### src/rtl/seven_seg_scanner.sv
// Four-digit seven-segment scan controller.
// Time-multiplexes digits with blanking, blink and decimal-point control.
module seven_seg_scanner #(
  parameter int REFRESH_DIV = 100000,
  parameter int BLINK_DIV   = 250
) (
  input  logic        clk,
  input  logic        rst,
  input  logic [15:0] digits_in,
  input  logic [3:0]  blink_mask,
  input  logic [3:0]  dp_mask,
  input  logic        lz_en,
  output logic [1:0]  en,
  output logic [3:0]  num,
  output logic        blank,
  output logic        dp_n,
  output logic        scan_done
);

  localparam int PW =
    (REFRESH_DIV > 1) ? $clog2(REFRESH_DIV) : 1;
  localparam int BW =
    (BLINK_DIV > 1) ? $clog2(BLINK_DIV) : 1;

  localparam logic [PW-1:0] PRE_LAST =
    PW'(REFRESH_DIV - 1);
  localparam logic [BW-1:0] BLK_LAST =
    BW'(BLINK_DIV - 1);

  logic [PW-1:0] pre;
  logic          tick;
  logic          scan_end;

  logic [BW-1:0] bcnt;
  logic          phase;
  logic          bwrap;
  logic          phase_nx;

  logic [15:0]   snap_d;
  logic [3:0]    snap_b;
  logic [3:0]    snap_dp;
  logic          snap_lz;

  logic [15:0]   src_d;
  logic [3:0]    src_b;
  logic [3:0]    src_dp;
  logic          src_lz;

  logic [1:0]    en_nx;
  logic [3:0]    slot_oh;
  logic [3:0]    lz_vec;
  logic [3:0]    num_nx;
  logic          blank_nx;
  logic          dp_nx;

  assign tick     = (pre == PRE_LAST);
  assign scan_end = tick && (en == 2'd3);
  assign bwrap    = tick && (bcnt == BLK_LAST);
  assign phase_nx = bwrap ? ~phase : phase;
  assign en_nx    = en + 2'd1;

  // Slot prescaler: one tick every REFRESH_DIV clocks.
  always_ff @(posedge clk) begin
    if (rst) begin
      pre <= '0;
    end else if (tick) begin
      pre <= '0;
    end else begin
      pre <= pre + 1'b1;
    end
  end

  // Blink phase: toggles every BLINK_DIV slot ticks.
  always_ff @(posedge clk) begin
    if (rst) begin
      bcnt  <= '0;
      phase <= 1'b0;
    end else if (tick) begin
      if (bcnt == BLK_LAST) begin
        bcnt <= '0;
      end else begin
        bcnt <= bcnt + 1'b1;
      end
      phase <= phase_nx;
    end
  end

  // Snapshot all inputs once per scan so a scan never tears.
  always_ff @(posedge clk) begin
    if (rst) begin
      snap_d  <= '0;
      snap_b  <= '0;
      snap_dp <= '0;
      snap_lz <= 1'b0;
    end else if (scan_end) begin
      snap_d  <= digits_in;
      snap_b  <= blink_mask;
      snap_dp <= dp_mask;
      snap_lz <= lz_en;
    end
  end

  // Digit 0 of a new scan already sees the fresh snapshot.
  always_comb begin
    src_d  = snap_d;
    src_b  = snap_b;
    src_dp = snap_dp;
    src_lz = snap_lz;
    if (scan_end) begin
      src_d  = digits_in;
      src_b  = blink_mask;
      src_dp = dp_mask;
      src_lz = lz_en;
    end
  end

  // Leading-zero chain: a digit is dark only if it and all
  // higher digits are zero; digit 0 always shows.
  always_comb begin
    lz_vec    = '0;
    lz_vec[3] = src_lz && (src_d[15:12] == 4'd0);
    lz_vec[2] = lz_vec[3] && (src_d[11:8] == 4'd0);
    lz_vec[1] = lz_vec[2] && (src_d[7:4] == 4'd0);
    lz_vec[0] = 1'b0;
  end

  // Select value and attributes for the upcoming slot.
  always_comb begin
    slot_oh = 4'b0001 << en_nx;
    num_nx  = src_d[3:0];
    unique case (1'b1)
      slot_oh[0]: num_nx = src_d[3:0];
      slot_oh[1]: num_nx = src_d[7:4];
      slot_oh[2]: num_nx = src_d[11:8];
      slot_oh[3]: num_nx = src_d[15:12];
      default:    num_nx = src_d[3:0];
    endcase
    blank_nx = (src_b[en_nx] && phase_nx) || lz_vec[en_nx];
    dp_nx    = blank_nx ? 1'b1 : ~src_dp[en_nx];
  end

  // Registered decoder drive; updates only on slot ticks.
  always_ff @(posedge clk) begin
    if (rst) begin
      en    <= 2'd0;
      num   <= 4'd0;
      blank <= 1'b1;
      dp_n  <= 1'b1;
    end else if (tick) begin
      en    <= en_nx;
      num   <= num_nx;
      blank <= blank_nx;
      dp_n  <= dp_nx;
    end
  end

  // One-clock pulse as digit 3's slot closes.
  always_ff @(posedge clk) begin
    if (rst) begin
      scan_done <= 1'b0;
    end else begin
      scan_done <= scan_end;
    end
  end

endmodule

### config.mk
export PLATFORM = sky130hd
export DESIGN_NAME = seven_seg_scanner
export DESIGN_NICKNAME = d
export VERILOG_FILES = /design/src/rtl/seven_seg_scanner.sv
export SDC_FILE = /design/constraint.sdc
export NUM_CORES = 1
export LEC_CHECK = 0
export BUFFER_PORTS_ARGS = -buffer_cell sky130_fd_sc_hd__buf_4
export CAP_MARGIN = 20
export CORE_MARGIN = 10
export CORE_UTILIZATION = 57
export DETAILED_ROUTE_END_ITERATION = 10
export GPL_TIMING_DRIVEN = 0
export PLACE_DENSITY = 0.79
export SLEW_MARGIN = 25
export SYNTH_ARGS = -nofsm -noshare
export SYNTH_HDL_FRONTEND = slang
export SYNTH_SLANG_ARGS = --single-unit
export TNS_END_PERCENT = 10
### constraint.sdc
create_clock -name clk -period 3.1 [get_ports clk]
set_clock_uncertainty 0.05 [all_clocks]
set_input_delay 0.31 -clock clk [delete_from_list [all_inputs] [get_ports clk]]
set_output_delay 0.31 -clock clk [all_outputs]
set_load 0.005 [all_outputs]
Word level (Yosys, flattened, before mapping)
Index checks and enable logic that the tools add are counted.
- bitwise logic cells: 2
- shifts and indexed selects: 1
- equal/unequal tests: 3
- reductions and logical operators: 11
- magnitude comparators: 1
- add/subtract/negate cells: 3
- muxes and demuxes: 14
- operators by type and width (operator ; count):
    $add A17 B1 Y17 const B ; 1
    $eq A17 B17 Y1 const B ; 1
    $mux W16 ; 1
    $logic_not A4 Y1 ; 3
    $pmux W4 S3 ; 1
    $add A8 B1 Y8 const B ; 1
    $eq A8 B8 Y1 const B ; 1
    $mux W4 ; 2
    $mux W8 ; 1
    $bmux W1 S2 ; 3
    $logic_and A1 B1 Y1 ; 6
    $mux W1 ; 6
    $shl A1 B2 Y4 const A ; 1
    $lt A2 B3 Y1 const B ; 1
    $add A2 B1 Y2 const B ; 1
    $eq A2 B2 Y1 const B ; 1
    $not A1 Y1 ; 2
    $reduce_or A2 Y1 ; 1
    $logic_or A1 B1 Y1 ; 1
- input bits: 27
- output and inout bits: 9
- word-level logic and storage cells: 47
- bits in registers: 60

Logic depth before layout (Yosys ltp)
- depth after elaboration: 11
- gate-level depth with buffers: 9
- mapped depth without buffers: 8

Least setup slack after synthesis
Ideal clock, no wire load.
- kind: reg2reg
- from: register pre[0]
- to: register dp_n
- period minus slack after synthesis: 2.371 ns
- arrival time: 2.246 ns
- setup time: 0.074 ns
- buffers on the path: 0
- stages on the path, launching flop included: 8
- setup slack: 0.729 ns
- cell sequence: dfxtp_1 -> ha_1 -> and4_1 -> nand4_1 -> nor2_2 -> mux4_2 -> mux2_2 -> a31oi_1
- word-level cells in the longest chain between the ends: 11
- elaborated cells on any way between the ends: 24
- classes of those cells: eq/ne (1); mux (12); bitwise (1); reduce/logical (10)
- RTL lines (what ; line ; source):
    start, declared ; 30 ; logic [PW-1:0] pre;
    start signal, assigned ; 69 ; pre <= pre + 1'b1;
    $eq A17 B17 Y1 * ; 56 ; assign tick = (pre == PRE_LAST);
    $logic_and A1 B1 Y1 ; 57 ; assign scan_end = tick && (en == 2'd3);
    $mux W16 ; 109 ; if (scan_end) begin
    $logic_not A4 Y1 ; 121 ; lz_vec[3] = src_lz && (src_d[15:12] == 4'd0);
    $logic_and A1 B1 Y1 ; 121 ;
    $logic_and A1 B1 Y1 ; 122 ; lz_vec[2] = lz_vec[3] && (src_d[11:8] == 4'd0);
    $logic_and A1 B1 Y1 ; 123 ; lz_vec[1] = lz_vec[2] && (src_d[7:4] == 4'd0);
    $bmux W1 S2 ; 138 ; blank_nx = (src_b[en_nx] && phase_nx) || lz_vec[en_nx];
    $mux W1 (implied by the code) ; 138 ;
    $logic_or A1 B1 Y1 ; 138 ;
    $mux W1 ; 139 ; dp_nx = blank_nx ? 1'b1 : ~src_dp[en_nx];
    end signal, assigned ; 153 ; dp_n <= dp_nx;
    end, declared ; 16 ; output logic dp_n,
Mark *: on every way between the ends. The rest lies on a longest branch, timed or not. The select of a mux whose other input is x is not followed.
A chain may end at the register's enable or synchronous reset.

Worst setup path in the final report
Same ends and word-level chain as after synthesis.

==> flow_summary.toml <==
[global_route]
gr-total-overflow = 0
grt_pass1_vias = 2540
grt_max_degree = 11
grt.total_usage_pct = 17.8
grt_pass1_wl_mm = 12.0
grt_antenna_before_repair = 0

[synth]
synth-seq-cells = 60
synth_ff_type = "dfxtp_1"
yosysWarnings = 0
syn_nets = 373
synth_top_area_share_pct = 43.1
synth_common_cells = "60 x dfxtp_1, 49 x a21oi_1, 49 x nand2_1, 31 x nor2_1, 23 x nand3_1"
synth_edf_count = 0
postSynth.asyncResetShare_pct = 0
synth_top_cell_by_area = "dfxtp_1"
synth_area_sq_um = 2790
ys_seq_area_share_pct = 43.1
yosysMostFrequentCell = "dfxtp_1"
avgSynthCellArea_sq_um = 8.24
syn_inst = 338
ys_types = 37
synth_area_leaders = "dfxtp_1 43%, a21oi_1 8.8%, nand2_1 6.6%"

[worst_setup_path]
cp_max_fo = 10
endpoint_kind = "flop"
worstSetupPathType = "flop to flop"
cp_data_arrival_time_ns = 3.16
required_ns = 3.31
worstSetupStartpointType = "flop"

[floorplan]
dieArea_sq_um = 8080
die_height_microns = 89.9
ioPinCount = 36
initial_core_util_pct = 59.0
coreArea_sq_um = 4720
fp-row-count = 25
fp.dieW_microns = 89.9

[run]
maxCapViolCount = 0

[layout]
seq_area_sq_um = 1200
drive_gt1_share_pct = 15.2
area_growth_pct = 20.3
fin_util_pct = 70.9
diodes = 0
multi_input_area_sq_um = 1490
num-nets-final = 419
final.fill_count = 389

[clock_network]
clk_path_buf_depth = 2
numCtsBuffers = 9
cts_root_buf = "clkbuf_8"
cts_tree = "built"
post_cts_buffers = 0
ctsHtreeMaxLevel = 3
clkSlewWorstSetupHoldPaths_ns = 0.07
cts_sinks = 60
clock_latency_ns = 0.34

[power_and_ir_drop]
vdd_drop_max_uv = 320
clkPwrFrac_pct = 47.0
switching_share_pct = 21.1
comb_power_share_pct = 3.5
intPower_mw = 1.24
power_density_nw_per_um2 = 469
p_sw_mw = 0.332
leakage_nw = 1.22
power_frac_seq_pct = 49.4
total_power_mw = 1.57

[status]
status = "completed"

[placed_design]
hpwl_mm = 5.14
port_buffers = 35
place_congestion = 0.872

[sta]
slew_headroom_pct = 60.0
setup_violations = 0
fmax_mhz = 339
fin_setup_tns_ns = 0
finalHoldViolations = 0
drv_slew = 0
tightest_slew_ns = 0.600
finalCritPeriodShare_pct = 95.1
fin_crit_ns = 2.95
rsz0062_at_grt = "false"

[detailed_routing]
dr.pass1.iters = 8
drc_errors = 0
wl_mm = 7.25
viasPerCell = 5.77
wl_per_cell_microns = 15.9
drt_iter0_markers = 218
vias = 2629
antenna_left = 0

[hold_path]
hold_class = "primary input to flop"
==> critical path, stage by stage, from the launching register on <==
cell and delay (ns):
dfxtp_1 0.37, ha_1 0.23, and4_1 0.28, nand4_1 0.37
nor2_2 0.52, mux4_2 0.57, mux2_2 0.29, a31oi_1 0.18
==> cell usage in the layout (no fill, tap or decap), types with 4 or more instances in the layout <==
| cell type | synthesis | layout |
|---|---|---|
| dfxtp_1 | 60 | 60 |
| nand2_1 | 49 | 49 |
| a21oi_1 | 49 | 49 |
| buf_4 | 1 | 36 |
| nor2_1 | 31 | 31 |
| nand3_1 | 23 | 23 |
| xor2_1 | 18 | 18 |
| clkbuf_1 | 15 | 16 |
| o21ai_0 | 15 | 15 |
| clkbuf_8 | 0 | 12 |
| ha_1 | 8 | 8 |
| inv_1 | 7 | 7 |
| nand4_1 | 7 | 7 |
| xnor2_1 | 5 | 5 |
| mux2i_1 | 5 | 5 |
| and3_1 | 4 | 4 |
| o41ai_1 | 4 | 4 |
| nor4_1 | 4 | 4 |
==> metal layers <==
layer	part of all wire [%]	global-route usage, %
met5	0	0
met1	45	21.9
met3	6.5	3.91
met2	47	28.3
met4	2.3	9.95
==> state kept, by name, summed over array words and instances, names as in the netlist <==
register,flops
pre,17
snap_d,16
bcnt,8
num,4
snap_b,4
snap_dp,4
en,2
blank,1
dp_n,1
phase,1
scan_done,1
snap_lz,1
==> power groups by stage <==
stage / Sequential [mW] / Combinational, mW / Clock, mW
final: 0.777 / 0.0555 / 0.739
after global routing: 0.777 / 0.0620 / 0.779
after CTS: 0.777 / 0.0552 / 0.748
after detailed placement: 0.794 / 0.0547 / 0
after global placement: 0.794 / 0.0542 / 0
after floorplan: 0.794 / 0.0184 / 0
==> path summary, 6_finish.rpt <==
kind | from | end | slack [ns] | cells after the start
max | pre[0] | dp_n | 0.15 | 7
min | blink_mask[0] | snap_b[0] | 0.18 | 3
max reg2reg | pre[0] | dp_n | 0.15 | 7
min reg2reg | num[3] | num[3] | 0.40 | 2
==> what timing repair did <==
item,in CTS,in global routing
hold buffers,0,0
setup endpoints to repair,0,1
endpoints found under the hold margin,0,0
resized for setup,0,1
==> area by class of cell <==
cell class,instances,share of cell area (%)
Inverter,8,0.896
Timing Repair Buffer,35,7.84
Buffer,18,2.13
Tap cell,67,2.50
Clock inverter,3,1.31
Clock buffer,13,5.04
Sequential cell,60,35.8
Multi-Input combinational cell,252,44.4
==> metrics by stage <==
step	instances	worst slack [ns]	instance area, sq um	hold WS, ns
final	456	0.152	3350	0.183
after global placement	440	0.325	3130	0.386
after global routing	456	0.0190	3350	0.189
after CTS	456	0.192	3340	0.172
after detailed placement	440	0.266	3130	0.394
after floorplan	338	0.729	2790	0.379
==> kinds of logic after synthesis <==
kind of cell             synth area share (%)
AND/OR/NAND/NOR                          22.9
AO/OA/AOI/OAI                            15.7
flip-flops                               43.1
buffers and inverters                    3.64
XOR/XNOR                                 7.23
multiplexers                             3.82
adder cells (fa/ha/maj)                  3.59
No activity file was read; power rests on OpenSTA's default activity.
